### config.mk
export PLATFORM = sky130hd
export DESIGN_NAME = instr_encoder_flat
export DESIGN_NICKNAME = d
export VERILOG_FILES = /design/src/rtl/instr_encoder_if.sv /design/src/rtl/instr_encoder.sv /design/src/flat_wrapper.sv
export SDC_FILE = /design/constraint.sdc
export NUM_CORES = 1
export LEC_CHECK = 0
export BUFFER_PORTS_ARGS = -buffer_cell sky130_fd_sc_hd__buf_4
export CELL_PAD_IN_SITES_DETAIL_PLACEMENT = 0
export CELL_PAD_IN_SITES_GLOBAL_PLACEMENT = 1
export CORE_MARGIN = 10
export CORE_UTILIZATION = 25
export CTS_BUF_LIST = sky130_fd_sc_hd__clkbuf_2 sky130_fd_sc_hd__clkbuf_4 sky130_fd_sc_hd__clkbuf_8
export DETAILED_ROUTE_END_ITERATION = 6
export PLACE_DENSITY = 0.65
export SKIP_LAST_GASP = 1
export SLEW_MARGIN = 20
export SYNTH_ARGS = -nofsm -noshare
export SYNTH_HDL_FRONTEND = slang
export SYNTH_SLANG_ARGS = --single-unit
### constraint.sdc
create_clock -name clk -period 6 [get_ports clk]
set_input_delay 0.9 -clock clk [delete_from_list [all_inputs] [get_ports clk]]
set_output_delay 0.9 -clock clk [all_outputs]
set_load 0.01 [all_outputs]
### src/rtl/instr_encoder_if.sv
// Streaming bundle between a request producer and the RV32I instruction encoder.
// The master drives decoded fields and consumes encoded words; the slave is the encoder.
interface instr_encoder_if #(
  parameter int AW  = 32,
  parameter int ECW = 8
);
  logic           in_valid;
  logic           in_ready;
  logic [3:0]     kind;
  logic [2:0]     funct3;
  logic           f7b;
  logic [4:0]     rd;
  logic [4:0]     rs1;
  logic [4:0]     rs2;
  logic [31:0]    imm;
  logic           out_valid;
  logic           out_ready;
  logic [31:0]    instr;
  logic [AW-1:0]  addr;
  logic           err;
  logic [ECW-1:0] err_cnt;

  modport master (
    output in_valid, kind, funct3, f7b, rd, rs1, rs2, imm, out_ready,
    input  in_ready, out_valid, instr, addr, err, err_cnt
  );

  modport slave (
    input  in_valid, kind, funct3, f7b, rd, rs1, rs2, imm, out_ready,
    output in_ready, out_valid, instr, addr, err, err_cnt
  );
endinterface

### src/rtl/instr_encoder.sv
// RV32I instruction encoder: packs decoded fields into a 32-bit word and streams it
// out through a single output register, tagging each word with a running byte address.
// Requests whose immediate cannot be represented are consumed, flagged and counted.
module instr_encoder #(
  parameter int            AW        = 32,
  parameter logic [AW-1:0] BASE_ADDR = '0,
  parameter int            ECW       = 8
) (
  input logic            clk,
  input logic            rst,
  input logic            clr,
  instr_encoder_if.slave bus
);

  typedef enum logic [3:0] {
    K_R     = 4'd0,
    K_I     = 4'd1,
    K_LOAD  = 4'd2,
    K_JALR  = 4'd3,
    K_S     = 4'd4,
    K_B     = 4'd5,
    K_LUI   = 4'd6,
    K_AUIPC = 4'd7,
    K_JAL   = 4'd8
  } kind_t;

  logic [31:0]    imm;
  logic [31:0]    word;
  logic           legal;
  logic           fits12;
  logic           fits13;
  logic           fits21;
  logic           in_ready;
  logic           accept;
  logic           drain;
  logic           out_valid_q;
  logic [31:0]    instr_q;
  logic [AW-1:0]  addr_q;
  logic           err_q;
  logic [ECW-1:0] cnt_q;

  assign imm    = bus.imm;
  assign fits12 = (imm[31:11] == '0) || (imm[31:11] == '1);
  assign fits13 = (imm[31:12] == '0) || (imm[31:12] == '1);
  assign fits21 = (imm[31:20] == '0) || (imm[31:20] == '1);

  assign in_ready = !out_valid_q || bus.out_ready;
  assign accept   = bus.in_valid && in_ready;
  assign drain    = out_valid_q && bus.out_ready;

  assign bus.in_ready  = in_ready;
  assign bus.out_valid = out_valid_q;
  assign bus.instr     = instr_q;
  assign bus.addr      = addr_q;
  assign bus.err       = err_q;
  assign bus.err_cnt   = cnt_q;

  // Pack the fields for the requested format and decide whether the immediate is encodable.
  always_comb begin
    word  = '0;
    legal = 1'b0;
    case (bus.kind)
      K_R: begin
        word  = {1'b0, bus.f7b, 5'b0, bus.rs2, bus.rs1, bus.funct3, bus.rd, 7'b0110011};
        legal = 1'b1;
      end
      K_I: begin
        if (bus.funct3 == 3'd1 || bus.funct3 == 3'd5) begin
          word  = {1'b0, bus.f7b, 5'b0, imm[4:0], bus.rs1, bus.funct3, bus.rd, 7'b0010011};
          legal = (imm[31:5] == '0);
        end else begin
          word  = {imm[11:0], bus.rs1, bus.funct3, bus.rd, 7'b0010011};
          legal = fits12;
        end
      end
      K_LOAD: begin
        word  = {imm[11:0], bus.rs1, bus.funct3, bus.rd, 7'b0000011};
        legal = fits12;
      end
      K_JALR: begin
        word  = {imm[11:0], bus.rs1, 3'b000, bus.rd, 7'b1100111};
        legal = fits12;
      end
      K_S: begin
        word  = {imm[11:5], bus.rs2, bus.rs1, bus.funct3, imm[4:0], 7'b0100011};
        legal = fits12;
      end
      K_B: begin
        word  = {imm[12], imm[10:5], bus.rs2, bus.rs1, bus.funct3, imm[4:1], imm[11], 7'b1100011};
        legal = fits13 && !imm[0];
      end
      K_LUI: begin
        word  = {imm[31:12], bus.rd, 7'b0110111};
        legal = (imm[11:0] == '0);
      end
      K_AUIPC: begin
        word  = {imm[31:12], bus.rd, 7'b0010111};
        legal = (imm[11:0] == '0);
      end
      K_JAL: begin
        word  = {imm[20], imm[10:1], imm[11], imm[19:12], bus.rd, 7'b1101111};
        legal = fits21 && !imm[0];
      end
      default: begin
        word  = '0;
        legal = 1'b0;
      end
    endcase
  end

  // Output register, address counter and error bookkeeping; reset beats clear, clear beats increment.
  always_ff @(posedge clk) begin
    if (rst) begin
      out_valid_q <= 1'b0;
      instr_q     <= '0;
      addr_q      <= BASE_ADDR;
      err_q       <= 1'b0;
      cnt_q       <= '0;
    end else begin
      if (accept && legal) begin
        out_valid_q <= 1'b1;
        instr_q     <= word;
      end else if (drain) begin
        out_valid_q <= 1'b0;
      end
      if (clr) begin
        addr_q <= BASE_ADDR;
      end else if (drain) begin
        addr_q <= addr_q + AW'(4);
      end
      err_q <= accept && !legal;
      if (accept && !legal && cnt_q != '1) begin
        cnt_q <= cnt_q + ECW'(1);
      end
    end
  end

endmodule

### src/flat_wrapper.sv
// flat-port wrapper written by rule: the top's interface ports become plain ports
module instr_encoder_flat 
#(
  parameter int            AW        = 32,
  parameter logic [AW-1:0] BASE_ADDR = '0,
  parameter int            ECW       = 8
)
  (clk, rst, clr, bus_in_valid, bus_kind, bus_funct3, bus_f7b, bus_rd, bus_rs1, bus_rs2, bus_imm, bus_out_ready, bus_in_ready, bus_out_valid, bus_instr, bus_addr, bus_err, bus_err_cnt);
  instr_encoder_if #(.AW(AW), .ECW(ECW)) bus_i ();
  input logic clk;
  input logic rst;
  input logic clr;
  input wire logic [$bits(bus_i.in_valid)-1:0] bus_in_valid;
  input wire logic [$bits(bus_i.kind)-1:0] bus_kind;
  input wire logic [$bits(bus_i.funct3)-1:0] bus_funct3;
  input wire logic [$bits(bus_i.f7b)-1:0] bus_f7b;
  input wire logic [$bits(bus_i.rd)-1:0] bus_rd;
  input wire logic [$bits(bus_i.rs1)-1:0] bus_rs1;
  input wire logic [$bits(bus_i.rs2)-1:0] bus_rs2;
  input wire logic [$bits(bus_i.imm)-1:0] bus_imm;
  input wire logic [$bits(bus_i.out_ready)-1:0] bus_out_ready;
  output wire logic [$bits(bus_i.in_ready)-1:0] bus_in_ready;
  output wire logic [$bits(bus_i.out_valid)-1:0] bus_out_valid;
  output wire logic [$bits(bus_i.instr)-1:0] bus_instr;
  output wire logic [$bits(bus_i.addr)-1:0] bus_addr;
  output wire logic [$bits(bus_i.err)-1:0] bus_err;
  output wire logic [$bits(bus_i.err_cnt)-1:0] bus_err_cnt;
  assign bus_i.in_valid = bus_in_valid;
  assign bus_i.kind = bus_kind;
  assign bus_i.funct3 = bus_funct3;
  assign bus_i.f7b = bus_f7b;
  assign bus_i.rd = bus_rd;
  assign bus_i.rs1 = bus_rs1;
  assign bus_i.rs2 = bus_rs2;
  assign bus_i.imm = bus_imm;
  assign bus_i.out_ready = bus_out_ready;
  assign bus_in_ready = bus_i.in_ready;
  assign bus_out_valid = bus_i.out_valid;
  assign bus_instr = bus_i.instr;
  assign bus_addr = bus_i.addr;
  assign bus_err = bus_i.err;
  assign bus_err_cnt = bus_i.err_cnt;
  instr_encoder #(.AW(AW), .BASE_ADDR(BASE_ADDR), .ECW(ECW)) u_core (.clk(clk), .rst(rst), .clr(clr), .bus(bus_i));
endmodule
==> impl_metrics.tcl, run 1 <==
set metrics [dict create \
    final_cell_area_um2 5260 \
    dpl.hpwl_mm 10.7 \
    synthToLayoutAreaGrowth_pct 35.1 \
    start_util_pct 25.5 \
    die_w_um 145 \
    grt_pass1_vias 3969 \
    port_buffers 132 \
    clockRootBuffer "clkbuf_8" \
    hold_path.class "flip-flop to flip-flop" \
    routedWlPerCell_um 17.1 \
    cts_sinks 71 \
    setup_tns_ns 0 \
    drt_iter0_markers 312 \
    num_io_pins 135 \
    ys_warn_count 0 \
    hold_slack_ns 0.498 \
    syn_inst 479 \
    fill_cells 1610 \
    period_share_pct 61.2 \
    seq_area_frac_synth_pct 36.5 \
    leakage_nw 1.99 \
    ant_nets 0 \
    setup_viol_count_final 0 \
    drt_wl_total_mm 13.8 \
    hold_violations 0 \
    gp_congestion 0.936 \
    synthDominantCellAreaShare_pct 36.5 \
    utilization_pct 34.5 \
    syn_avg_cell_area_um2 8.13 \
    worstPathRequired_ns 6.23 \
    cts_tree "yes" \
    synth-seq-cells 71 \
    grtUsageTotal_pct 13.1 \
    power_per_cell_area_nw_per_um2 210 \
    synth_area_um2 3890 \
    core_area_um2 15300 \
    placed_cell_area_um2 5010 \
    synth_xor_area_share_pct 5.62 \
    clk_path_buf_depth 2 \
    synth_top_cells_by_count "nor2_1, dfxtp_1, a21oi_1" \
    diodes 0 \
    grt_pass1_wl_mm 21.5 \
    slew_viol_final 0 \
    synth_top_family_by_area "simple AND/OR/NAND/NOR gates" \
    yosysMostFrequentCell "nor2_1" \
    synth_area_leader_cell "dfxtp_1" \
    irDropWorstVdd_uv 80.4 \
    endpoint_kind "flip-flop" \
    grt_overflow 0 \
    drc 0 \
    ys.flop_type "dfxtp_1" \
    die_y_um 145 \
    rows 45 \
    nets 654 \
    timing.fmax_mhz 272 \
    clock-skew-final_ns 0.0180 \
    period_needed_ns 3.67 \
    async_flop_share_pct 0 \
    grt_max_degree 50 \
    synth_enable_flop_cells 0 \
    drv_cap 0 \
    cts_hold_buf 0 \
    worstSetupPathType "primary input to flip-flop" \
    cp-start-kind "primary input" \
    cp_max_fo 33 \
    synth_mux_area_share_pct 2.19 \
    ys_types 53 \
    status "finished clean" \
    die_area_um2 21000 \
    ctsResizeCount 0 \
    antenna_found_initial 0 \
    synth_compound_area_share_pct 20.5 \
    clk_pin_slew_ns 0.09 \
    ys_top_cells_by_area "dfxtp_1, nor2_1, a211oi_2" \
    clkLatencyLatePin_ns 0.37 \
    h-tree-depth 3 \
    detailroute.via_count 3954 \
    first_pass_iters 5 \
    postCtsSetupBuffers 0 \
    cts_buffers 9 \
    critPathArrivalTime_ns 3.90 \
    drive_gt1_share_pct 30.8 \
    worst_slew_pin_slew_ns 0.964 \
    maxSlewHeadroom_pct 35.7 \
    synthAdderAreaFrac_pct 0.643 \
    synthSimpleGateAreaFrac_pct 29.7 \
    rsz0062_at_grt "no" \
    vias_per_cell 4.89 \
]
critical path, stage by stage:
cell and delay (ns):
buf_4 0.18, nor2b_1 0.52, a211oi_1 0.18, o311ai_1 0.29, nand4_1 0.22, a31oi_4 0.84, buf_4 0.47, mux2i_1 0.22
nor2_1 0.05
report_power, final:
part           switching, mW  internal, mW  total, mW
Sequential           0.00466         0.477      0.482
Combinational         0.0827        0.0602      0.143
Clock                  0.193         0.286      0.479
Total                  0.280         0.823       1.10
metrics by stage:
stage / setup WS [ns] / std cells / total power, mW
2_1_floorplan: 3.34 / 480 / 0.567
3_3_place_gp: 2.11 / 792 / 0.633
3_5_place_dp: 1.96 / 792 / 0.635
4_1_cts: 2.35 / 808 / 1.12
5_1_grt: 2.07 / 808 / 1.16
6_report: 2.33 / 808 / 1.10
cell usage in the layout, fill, tap and decap left out, types with 10 or more instances in the layout:
master / synthesis / routed
a22oi_1: 20 / 20
o221a_2: 10 / 10
nor2_1: 92 / 92
a21oi_1: 37 / 37
dfxtp_1: 71 / 71
nand4_1: 17 / 17
xor2_1: 16 / 16
buf_4: 6 / 133
nand2_1: 16 / 16
nand3_1: 24 / 24
nor3_1: 15 / 15
a211oi_2: 16 / 16
nor2b_1: 16 / 16
logic make-up after synthesis:
logic type,after synthesis
AOI/OAI and AO/OA,104
xor gates and xnor gates,25
adders and majority gates,2
buffers and inverters,40
DFF,71
muxes,8
other,1
and+or+nand+nor,228
final cells by class:
type / count / area (µm²) / share of cell area (%)
multi-input combinational: 369 / 2300 / 43.7
timing repair buffer: 133 / 998 / 19.0
clock buffer: 11 / 139 / 2.64
sequential: 71 / 1420 / 27.0
tap: 211 / 264 / 5.02
clock inverter: 5 / 106 / 2.02
inverter: 8 / 30.0 / 0.571
routing by layer:
layer	global-route usage [%]	vias up	routed length [µm]
li1	-	1953	-
met3	3.36	19	691
met1	16.2	1862	6090
met5	0	-	0
met2	21.5	120	6760
met4	4.52	0	255
registers in the layout, indices dropped and copies added, names as in the netlist:
signal and cells:
u_core.bus.err_cnt 8, u_core.bus.out_valid 1, u_core.bus.instr 31, u_core.bus.err 1, u_core.bus.addr 30
final timing paths:
check	start	to	slack, ns	cells past startpoint
setup / recovery	bus_kind[0]	u_core.bus.instr[3]	2.33	9
hold / removal	u_core.bus.instr[14]	u_core.bus.instr[14]	0.50	2
setup reg to reg	u_core.bus.out_valid	u_core.bus.addr[28]	3.47	7
hold reg to reg	u_core.bus.instr[14]	u_core.bus.instr[14]	0.50	2
No activity file was read; power rests on OpenSTA's default activity.
==> inputs of run 2 (changes only) <==
- PLACE_DENSITY: 0.65 -> 0.67
- clock period: 6 -> 3.33 ns (I/O delays scaled with it)
==> run 2 against run 1 <==
  * Clock skew is 0.0095 ns lower
  * Critical path depth is 1 lower
  * Total power is 74% higher
  * Via count is 0.25% lower
  * Critical endpoint is now u_core.bus.err_cnt[4]
  * Flip-flop and latch count stayed put
  * Die area stayed put
  * Non-clock buffer count is 5 higher
  * Hold slack worse by 0.036 ns
==> impl_metrics.tcl, run 2 (synthesized netlist as in run 1, its figures left out) <==
set metrics [dict create \
    num_io_pins 135 \
    nets 659 \
    worstSetupPathType "primary input to flip-flop" \
    cp-start-kind "primary input" \
    dpl.hpwl_mm 10.4 \
    port_buffers 132 \
    timing.fmax_mhz 426 \
    h-tree-depth 3 \
    cts_buffers 9 \
    antenna_found_initial 0 \
    vias_per_cell 4.85 \
    start_util_pct 25.5 \
    cp_max_fo 30 \
    irDropWorstVdd_uv 234 \
    clkLatencyLatePin_ns 0.35 \
    grt_pass1_vias 3932 \
    die_area_um2 21000 \
    drive_gt1_share_pct 31.4 \
    postCtsSetupBuffers 0 \
    clk_pin_slew_ns 0.07 \
    grt_overflow 0 \
    worst_slew_pin_slew_ns 0.693 \
    clock-skew-final_ns 0.00847 \
    period_share_pct 70.6 \
    worst_slack_ns 0.981 \
    hold_slack_ns 0.463 \
    diodes 0 \
    place_ws_ns 0.645 \
    clockRootBuffer "clkbuf_8" \
    worstPathRequired_ns 3.57 \
    cts_tree "yes" \
    setup_tns_ns 0 \
    drt_iter0_markers 228 \
    hold_violations 0 \
    cts_sinks 71 \
    largest_reg_flops 31 \
    setup_viol_count_final 0 \
    period_needed_ns 2.35 \
    die_y_um 145 \
    gp_congestion 0.955 \
    detailroute.via_count 3944 \
    leakage_nw 2.01 \
    rows 45 \
    drv_cap 0 \
    final_common_cell "buf_4" \
    critPathArrivalTime_ns 2.59 \
    die_w_um 145 \
    first_pass_iters 4 \
    drt_wl_total_mm 13.4 \
    power_per_cell_area_nw_per_um2 362 \
    grt_max_degree 61 \
    ctsResizeCount 0 \
    ant_nets 0 \
    slew_viol_final 0 \
    status "finished clean" \
    endpoint_kind "flip-flop" \
    drc 0 \
    final_cell_mix "buf_4, nor2_1, dfxtp_1" \
    routedWlPerCell_um 16.5 \
    synthToLayoutAreaGrowth_pct 35.9 \
    core_area_um2 15300 \
    grt_pass1_wl_mm 20.7 \
    maxSlewHeadroom_pct 53.7 \
    rsz0062_at_grt "no" \
    cts_hold_buf 0 \
    hold_path.class "primary input to flip-flop" \
    grtUsageTotal_pct 12.5 \
    clk_path_buf_depth 2 \
]
==> run 2: stage by stage <==
stage | cells | instance area [µm²] | util (%) | power, mW
4_1_cts | 813 | 5290 | 34.7 | 1.95
6_report | 813 | 5290 | 34.7 | 1.91
3_3_place_gp | 797 | 5060 | 33.2 | 1.14
2_1_floorplan | 480 | 3900 | - | 1.02
3_5_place_dp | 797 | 5060 | 33.2 | 1.15
5_1_grt | 813 | 5290 | 34.7 | 2.01
==> run 2: power breakdown <==
| group | leakage, nW | switching [mW] | total [mW] | internal, mW |
|---|---|---|---|---|
| combinational | 1.32 | 0.148 | 0.259 | 0.112 |
| sequential | 0.573 | 0.00812 | 0.867 | 0.859 |
| clock | 0.113 | 0.338 | 0.788 | 0.451 |
| total | 2.01 | 0.493 | 1.91 | 1.42 |
==> run 2: cell type report <==
class	instances	area, µm²
Multi-Input combinational cell	369	2300
Inverter	8	30.0
Fill cell	1636	9970
Clock buffer	11	145
Tap cell	211	264
Timing Repair Buffer	138	1050
Sequential cell	71	1420
Clock inverter	5	81.3
==> run 2: worst paths after layout <==
path / start / to / cells after the start / slack (ns)
worst max-delay path: bus_kind[1] / u_core.bus.err_cnt[4] / 8 / 0.98
worst min-delay path: bus_out_ready / u_core.bus.addr[3] / 3 / 0.46
worst max register to register: u_core.bus.out_valid / u_core.bus.addr[31] / 6 / 1.01
worst min register to register: u_core.bus.instr[3] / u_core.bus.instr[3] / 2 / 0.50
==> run 2: metal layers <==
metal	GRT usage [%]	vias to the layer above	wire, µm
li1	-	1970	-
met1	15.1	1875	5820
met2	20.6	81	6650
met3	2.84	18	638
met4	5.74	0	287
met5	0	-	0
==> run 2: critical path, cell delays in order <==
cell and delay (ns):
buf_4 0.30, nor2b_1 0.23, and2_1 0.28, nand2_1 0.08, o311a_1 0.36, and4b_1 0.34, nand4_1 0.16, mux2_1 0.33
